===== src/rtl/cpu_pkg.sv =====
// Shared CPU-wide constants and register index type used by the operand fetch slice.
package cpu_pkg;

    localparam int XLEN     = 32;
    localparam int REG_AW   = 5;
    localparam int NUM_REGS = 1 << REG_AW;

    typedef logic [REG_AW-1:0] reg_idx_t;

    localparam reg_idx_t REG_ZERO = '0;

endpackage


===== src/rtl/rf_scoreboard.sv =====
// Busy-bit scoreboard: one pending-write flag per architectural register.
// A set and a clear on the same register in one cycle leaves it set; bit 0 never sets.
module rf_scoreboard
    import cpu_pkg::*;
#(
    parameter int AW = REG_AW
) (
    input  logic                 clk,
    input  logic                 rst,
    input  logic                 flush_i,
    input  logic                 clr_en_i,
    input  logic [AW-1:0]        clr_idx_i,
    input  logic                 set_en_i,
    input  logic [AW-1:0]        set_idx_i,
    output logic [(1<<AW)-1:0]   busy_o
);

    localparam int NREG = 1 << AW;

    logic [NREG-1:0] busy_q;
    logic [NREG-1:0] busy_d;

    always_comb begin
        busy_d = busy_q;
        if (clr_en_i) begin
            busy_d[clr_idx_i] = 1'b0;
        end
        // Applied after the clear: the instruction being issued is younger than the writeback.
        if (set_en_i) begin
            busy_d[set_idx_i] = 1'b1;
        end
        busy_d[0] = 1'b0;
        if (flush_i) begin
            busy_d = '0;
        end
    end

    always_ff @(posedge clk) begin
        if (rst) begin
            busy_q <= '0;
        end else begin
            busy_q <= busy_d;
        end
    end

    assign busy_o = busy_q;

endmodule


===== src/rtl/rf_operand_fetch.sv =====
// Operand fetch between decode and execute: drives the register file read ports,
// bypasses same-cycle writebacks, stalls on RAW/WAW against the busy scoreboard.
module rf_operand_fetch #(
    parameter int XLEN = cpu_pkg::XLEN,
    parameter int AW   = cpu_pkg::REG_AW,
    parameter int PW   = 64
) (
    input  logic            clk,
    input  logic            rst,
    input  logic            flush,

    input  logic            in_valid,
    output logic            in_ready,
    input  logic [AW-1:0]   in_rs1,
    input  logic [AW-1:0]   in_rs2,
    input  logic            in_use_rs1,
    input  logic            in_use_rs2,
    input  logic [AW-1:0]   in_rd,
    input  logic            in_wen_rd,
    input  logic [PW-1:0]   in_payload,

    output logic            rf_re1,
    output logic            rf_re2,
    output logic [AW-1:0]   rf_raddr1,
    output logic [AW-1:0]   rf_raddr2,
    input  logic [XLEN-1:0] rf_rdata1,
    input  logic [XLEN-1:0] rf_rdata2,

    input  logic            wb_we,
    input  logic [AW-1:0]   wb_waddr,
    input  logic [XLEN-1:0] wb_wdata,

    output logic            out_valid,
    input  logic            out_ready,
    output logic [XLEN-1:0] out_op1,
    output logic [XLEN-1:0] out_op2,
    output logic [AW-1:0]   out_rd,
    output logic            out_wen_rd,
    output logic [PW-1:0]   out_payload
);

    import cpu_pkg::*;

    localparam int NREG = 1 << AW;

    function automatic logic [XLEN-1:0] sel_operand(
        input logic            use_rs,
        input logic [AW-1:0]   rs,
        input logic            hit,
        input logic [XLEN-1:0] bypass_data,
        input logic [XLEN-1:0] rf_data
    );
        logic [XLEN-1:0] op;
        op = '0;
        if (use_rs && (rs != '0)) begin
            op = hit ? bypass_data : rf_data;
        end
        return op;
    endfunction

    logic [NREG-1:0] busy;

    logic hit_rs1, hit_rs2, hit_rd;
    logic raw_rs1, raw_rs2, waw;
    logic hazard;
    logic fire;
    logic set_en;

    logic [XLEN-1:0] op1_sel, op2_sel;

    logic            out_valid_q, out_valid_d;
    logic [XLEN-1:0] op1_q, op1_d;
    logic [XLEN-1:0] op2_q, op2_d;
    logic [AW-1:0]   rd_q, rd_d;
    logic            wen_q, wen_d;
    logic [PW-1:0]   payload_q, payload_d;

    assign rf_raddr1 = in_rs1;
    assign rf_raddr2 = in_rs2;
    assign rf_re1    = in_valid & in_use_rs1;
    assign rf_re2    = in_valid & in_use_rs2;

    assign hit_rs1 = wb_we && (wb_waddr == in_rs1);
    assign hit_rs2 = wb_we && (wb_waddr == in_rs2);
    assign hit_rd  = wb_we && (wb_waddr == in_rd);

    // A writeback landing this cycle resolves the hazard immediately; no bubble.
    assign raw_rs1 = in_use_rs1 && (in_rs1 != '0) && busy[in_rs1] && !hit_rs1;
    assign raw_rs2 = in_use_rs2 && (in_rs2 != '0) && busy[in_rs2] && !hit_rs2;
    assign waw     = in_wen_rd && (in_rd != '0) && busy[in_rd] && !hit_rd;
    assign hazard  = raw_rs1 | raw_rs2 | waw;

    assign in_ready = !hazard && (!out_valid_q || out_ready) && !flush;
    assign fire     = in_valid && in_ready;
    assign set_en   = fire && in_wen_rd && (in_rd != '0);

    always_comb begin
        op1_sel = sel_operand(in_use_rs1, in_rs1, hit_rs1, wb_wdata, rf_rdata1);
        op2_sel = sel_operand(in_use_rs2, in_rs2, hit_rs2, wb_wdata, rf_rdata2);
    end

    always_comb begin
        out_valid_d = out_valid_q;
        op1_d       = op1_q;
        op2_d       = op2_q;
        rd_d        = rd_q;
        wen_d       = wen_q;
        payload_d   = payload_q;
        if (flush) begin
            out_valid_d = 1'b0;
        end else if (fire) begin
            out_valid_d = 1'b1;
            op1_d       = op1_sel;
            op2_d       = op2_sel;
            rd_d        = in_rd;
            wen_d       = in_wen_rd;
            payload_d   = in_payload;
        end else if (out_ready) begin
            out_valid_d = 1'b0;
        end
    end

    always_ff @(posedge clk) begin
        if (rst) begin
            out_valid_q <= 1'b0;
            op1_q       <= '0;
            op2_q       <= '0;
            rd_q        <= '0;
            wen_q       <= 1'b0;
            payload_q   <= '0;
        end else begin
            out_valid_q <= out_valid_d;
            op1_q       <= op1_d;
            op2_q       <= op2_d;
            rd_q        <= rd_d;
            wen_q       <= wen_d;
            payload_q   <= payload_d;
        end
    end

    rf_scoreboard #(
        .AW (AW)
    ) u_scoreboard (
        .clk       (clk),
        .rst       (rst),
        .flush_i   (flush),
        .clr_en_i  (wb_we),
        .clr_idx_i (wb_waddr),
        .set_en_i  (set_en),
        .set_idx_i (in_rd),
        .busy_o    (busy)
    );

    assign out_valid   = out_valid_q;
    assign out_op1     = op1_q;
    assign out_op2     = op2_q;
    assign out_rd      = rd_q;
    assign out_wen_rd  = wen_q;
    assign out_payload = payload_q;

endmodule


===== config.mk =====
export PLATFORM = sky130hd
export DESIGN_NAME = rf_operand_fetch
export DESIGN_NICKNAME = d
export VERILOG_FILES = /design/src/rtl/cpu_pkg.sv /design/src/rtl/rf_scoreboard.sv /design/src/rtl/rf_operand_fetch.sv
export SDC_FILE = /design/constraint.sdc
export NUM_CORES = 1
export LEC_CHECK = 0
export BUFFER_PORTS_ARGS = -buffer_cell sky130_fd_sc_hd__buf_2
export CAP_MARGIN = 15
export CORE_MARGIN = 2
export CORE_UTILIZATION = 25
export DETAILED_ROUTE_END_ITERATION = 8
export SYNTH_ARGS = -nofsm -noshare
export SYNTH_HDL_FRONTEND = slang
export SYNTH_HIERARCHICAL = 1
export SYNTH_SLANG_ARGS = --single-unit

===== constraint.sdc =====
create_clock -name clk -period 3.71 [get_ports clk]
set_input_delay 0.5565 -clock clk [delete_from_list [all_inputs] [get_ports clk]]
set_output_delay 0.5565 -clock clk [all_outputs]
set_load 0.01 [all_outputs]

=== Word level (Yosys, flattened, before mapping) ===
Index checks and enable logic that the tools add are counted.

* Bitwise gates (word level): 8
* Multiplexer cells: 18
* Equality and inequality tests: 3
* Order comparisons: 6
* Reductions and logical operators: 32

{| class="wikitable"
|+ Operator list
! kind !! count
|-
| $mux W32 || 6
|-
| $and A32 B32 Y32 || 1
|-
| $not A32 Y32 || 1
|-
| $or A32 B32 Y32 || 1
|-
| $lt A5 B6 Y1 const B || 4
|-
| $logic_and A1 B1 Y1 || 19
|-
| $bmux W1 S5 || 3
|-
| $eq A5 B5 Y1 || 3
|-
| $reduce_bool A5 Y1 || 3
|-
| $demux W1 S5 || 2
|-
| $ge A5 B1 Y1 const B || 2
|-
| $mux W1 || 7
|-
| $logic_not A1 Y1 || 6
|-
| $and A1 B1 Y1 || 2
|-
| $or A1 B1 Y1 || 2
|-
| $reduce_and A2 Y1 || 1
|-
| $reduce_bool A2 Y1 || 1
|-
| $reduce_or A2 Y1 || 1
|-
| $logic_or A1 B1 Y1 || 1
|-
| $not A1 Y1 || 1
|}

* Output and inout port bits: 148
* Flip-flop bits (word level): 167
* Logic and storage cells: 75
* Input bits: 189

=== Longest topological paths before layout ===
* Depth in word-level cells: 13
* Gate-level depth with buffers: 15
* Mapped depth without buffers: 8

=== Modules after synthesis ===
The synthesis kept the hierarchy.

{| class="wikitable"
|+ By module, submodules not included
! module !! times used !! area each (um^2) !! seq. area each (um^2) !! cells each
|-
| rf_operand_fetch || 1 || 7,860.0 || 2,702.6 || 782
|-
| rf_scoreboard || 1 || 1,327.5 || 620.6 || 130
|}

=== Worst setup path after synthesis ===
No wires, ideal clock.

* Path kind: input port to flip-flop
* Start point: input port in_rs1[0]
* End point: register u_scoreboard.busy_q[23] (netlist: u_scoreboard/busy_o[23])
* Path buffers: 6
* Stages: 14
* Setup time: 0.117 ns
* Data arrival time: 3.315 ns
* Data required time: 3.593 ns
* Slack: 0.278 ns
* Cell sequence: buf_4 -> buf_8 -> mux2i_1 -> mux4_2 -> a22oi_1 -> or4b_1 -> o2111ai_1 -> buf_4 -> buf_12 -> buf_8 -> nor2_1 -> and4_1 -> buf_2 -> a32o_1

* Word-level cells in the longest chain between the ends: 13
* Elaborated cells between the ends (all ways): 18
* Classes of those cells: eq/ne: 1; mux: 3; bitwise: 2; reduce/logical: 12

{| class="wikitable"
|+ RTL lines
! what !! RTL line !! source
|-
| start, declared || rf_operand_fetch.sv:14 || <nowiki>input logic [AW-1:0] in_rs1,</nowiki>
|-
| $bmux W1 S5 (tied with other cells) || rf_operand_fetch.sv:88 || <nowiki>assign raw_rs1 = in_use_rs1 && (in_rs1 != '0) && busy[in_rs1] && !hit_rs1;</nowiki>
|-
| $mux W1 (not written as such) (tied with other cells) || rf_operand_fetch.sv:88 ||
|-
| $logic_and A1 B1 Y1 / $logic_not A1 Y1 (equally long branches) || rf_operand_fetch.sv:88 ||
|-
| $logic_and A1 B1 Y1 * || rf_operand_fetch.sv:88 ||
|-
| $or A1 B1 Y1 * (2 in series) || rf_operand_fetch.sv:91 || <nowiki>assign hazard = raw_rs1 | raw_rs2 | waw;</nowiki>
|-
| $logic_not A1 Y1 * || rf_operand_fetch.sv:93 || <nowiki>assign in_ready = !hazard && (!out_valid_q || out_ready) && !flush;</nowiki>
|-
| $logic_and A1 B1 Y1 * (2 in series) || rf_operand_fetch.sv:93 ||
|-
| $logic_and A1 B1 Y1 * || rf_operand_fetch.sv:94 || <nowiki>assign fire = in_valid && in_ready;</nowiki>
|-
| $logic_and A1 B1 Y1 * (2 in series) || rf_operand_fetch.sv:95 || <nowiki>assign set_en = fire && in_wen_rd && (in_rd != '0);</nowiki>
|-
| net set_en || rf_operand_fetch.sv:67 || <nowiki>logic set_en;</nowiki>
|-
| $mux W32 * || rf_scoreboard.sv:29 || <nowiki>if (set_en_i) begin</nowiki>
|-
| end signal, assigned || rf_scoreboard.sv:42 || <nowiki>busy_q <= busy_d;</nowiki>
|-
| end, declared || rf_scoreboard.sv:20 || <nowiki>logic [NREG-1:0] busy_q;</nowiki>
|}

Mark *: on every way through the listed nets, which the timed path passes. The rest lies on a longest branch. The select of a mux whose other input is x is not followed.
A chain may end at the register's enable or synchronous reset.

=== Final worst setup path ===
* Start point: input port in_rs1[0]
* End point: output port in_ready

* Word-level cells in the longest chain between the ends: 9
* Elaborated cells between the ends (all ways): 14
* Classes of those cells: eq/ne: 1; mux: 2; bitwise: 2; reduce/logical: 9

{| class="wikitable"
|+ RTL lines
! what !! RTL line !! source
|-
| $bmux W1 S5 (tied with other cells) || rf_operand_fetch.sv:88 ||
|-
| $mux W1 (not written as such) (tied with other cells) || rf_operand_fetch.sv:88 ||
|-
| $logic_and A1 B1 Y1 / $logic_not A1 Y1 (equally long branches) || rf_operand_fetch.sv:88 ||
|-
| $logic_and A1 B1 Y1 * || rf_operand_fetch.sv:88 ||
|-
| $or A1 B1 Y1 * (2 in series) || rf_operand_fetch.sv:91 ||
|-
| $logic_not A1 Y1 * || rf_operand_fetch.sv:93 ||
|-
| $logic_and A1 B1 Y1 * (2 in series) || rf_operand_fetch.sv:93 ||
|-
| end, declared || rf_operand_fetch.sv:13 || <nowiki>output logic in_ready,</nowiki>
|}

Mark *: on every way between the ends. The rest lies on a longest branch, timed or not. The select of a mux whose other input is x is not followed.

==> out/results.tsv <==
metric	value	unit
reg2reg_from	u_scoreboard/busy_o[15]	
required	3150	ps
ys_seq_elements	166	
whs	344.9	ps
syn-num-nets	1101	
gp_congestion	0.8769	
post-cts-setup-buffers	0	
hold_class	input port to flip-flop	
grt_start_max_net_pins	101	
dp_hpwl	20300	um
min_to	out_valid	
ctsHtreeMaxLevel	4	
max_freq	0.2996	GHz
p_leak	5.463	nW
cap_violations	0	
hold-path-cell-count	2	
dpl-instance-area	11230	um2
tns	0	ps
p_per_area	375.8	nW/um2
yosys_warnings	6	
worst_setup_path_end_kind	primary output	
setup_viol	0	
fin_cells	1691	
track_usage	0.1413	
critPathLaunchType	input port	
drcViolationCount	0	
status	completed	
antenna_found_initial	0	
hold_viol	0	
initial_core_util	0.2522	
synth_seq_area_share	0.3617	
die_h	195.7	um
areaGrowthSynthToFinish	28.63	%
syn_inst	912	
coreArea	36430	um2
worstHoldStart	flush	
period_minus_slack	3338	ps
cts_tree	done	
layout_commonest_cell	buf_2	
diodes	0	
clock_path_buffers	2	
numCtsBuffers	17	
rr_endpoint	u_scoreboard/busy_o[7]	
vias	7770	
synth_edf_count	0	
nets	1399	
grt_pass1_wl	42130	um
ir_worst_vdd	0.3116	mV
synth-async-reset-ratio	0	
timing.final.crit_share	0.8998	
grt_overflow	0	
numPortBuffers	336	
syn_avg_cell_area	10.07	um2
cts_resized	0	
relSlewSlack	0.3935	
power	4.441	mW
synth_area	9188	um2
viasPerCell	4.595	
first_iter_violations	388	
dp.cells	1659	
postCtsHoldBufs	0	
clk_latency	440	ps
rows	70	
tightest_slew	909.8	ps
dr.pass1.iters	5	
wire_per_inst	16.33	um
root_buffer	clkbuf_16	
drv_slew	0	
reg2reg_depth	8	
cts.sinks	166	
cp_max_fo	14	
ant_nets	0	
synth_cell_types	52	
cts.clk_slew.worst_paths	70	ps
path_class	input port to primary output	
die_x	195.7	um
design_area	11820	um2
synth-main-ff-cell	dfxtp_1	
drt-total-wl	27620	um
rrSetupSlack	660	ps
drive_gt1_frac	0.4023	
grt_pass1_vias	7627	
final_cell_mix	buf_2, dfxtp_1, mux2i_1	
critical_path_arrival	2780	ps
io_pins	337	
rsz0062_at_grt	false	
skew	8.347	ps
die_area	38300	um2
-- cell families (layout without fill, tap and decap cells) --
kind of cell,count (synthesis),count (layout),share of synthesized area
buffers and inverters,83,394,0.05529
other,1,1,0.0004082
DFF,166,166,0.3617
and+or+nand+nor,358,358,0.2243
AOI/OAI and AO/OA,50,50,0.05107
xor gates and xnor gates,15,15,0.01430
muxes,239,239,0.2929
-- report_power, final --
| part | switching [mW] | total [mW] | internal (mW) | leakage, nW |
|---|---|---|---|---|
| clock network | 0.803 | 1.83 | 1.02 | 0.284 |
| registers | 0.0347 | 1.89 | 1.86 | 1.35 |
| logic | 0.378 | 0.723 | 0.345 | 3.83 |
-- per-layer routing --
metal	routed length [um]	GRT usage	vias to the layer above
met5	0	0	-
met4	611	0.05079	0
met3	1924	0.03559	32
met2	13110	0.2378	300
met1	11970	0.1751	3684
li1	-	-	3754
-- how the worst max path moves through the flow --
stage | startpoint | to | slack, ps | cells past startpoint
2_1_floorplan | in_rs1[0] | u_scoreboard/busy_o[23] | 280 | 14
3_3_place_gp | in_rs1[0] | out_op2[21] | 210 | 10
3_5_place_dp | in_rs1[0] | out_op2[25] | 180 | 9
4_1_cts | in_rs1[0] | in_ready | 380 | 7
5_1_grt | in_rs1[0] | in_ready | 280 | 8
6_report | in_rs1[0] | in_ready | 370 | 7
-- synthesized netlist by cell type (all sizes together), types with 2 or more instances --
library cell | count | area share
dfxtp | 166 | 0.36
mux2i | 153 | 0.17
nand2b | 143 | 0.097
nor2 | 71 | 0.029
mux2 | 69 | 0.085
nor2b | 67 | 0.046
buf | 41 | 0.038
clkbuf | 41 | 0.017
nand2 | 35 | 0.014
a32o | 31 | 0.034
mux4 | 17 | 0.042
and3b | 11 | 0.011
xor2 | 10 | 0.0095
nor3b | 8 | 0.0094
and3 | 5 | 0.0034
nor3 | 5 | 0.0027
xnor2 | 5 | 0.0048
a211oi | 3 | 0.0025
a22oi | 2 | 0.0016
and2 | 2 | 0.0014
and4b | 2 | 0.0022
nor4 | 2 | 0.0014
o2111ai | 2 | 0.0019
o221ai | 2 | 0.0019
-- flip-flops by register name, indices dropped and copies added (netlist names) --
| signal | count |
|---|---|
| out_op1 | 32 |
| out_wen_rd | 1 |
| out_rd | 5 |
| out_valid | 1 |
| out_op2 | 32 |
| u_scoreboard/busy_o | 31 |
| out_payload | 64 |
-- layout make-up --
cell class                      instances  area, um2
Clock inverter                         12      143.9
Multi-Input combinational cell        663       5380
Fill cell                            3784      24620
Inverter                                1      3.754
Sequential cell                       166       3323
Clock buffer                           20      446.7
Tap cell                              468      585.6
Timing Repair Buffer                  361       1934
-- worst max-delay path, stage by stage --
cell and delay, ps:
buf_2 350, mux2i_1 140, mux4_2 470, and3b_1 180, or4b_1 610, o211a_1 310
buf_2 160
-- stage by stage --
step	utilization	setup WS [ps]
2_1_floorplan	-	278.0
3_3_place_gp	0.3081	211.8
3_5_place_dp	0.3081	179.3
4_1_cts	0.3243	376.8
5_1_grt	0.3243	276.8
6_report	0.3243	371.9
(Power assumes the default switching activity.)
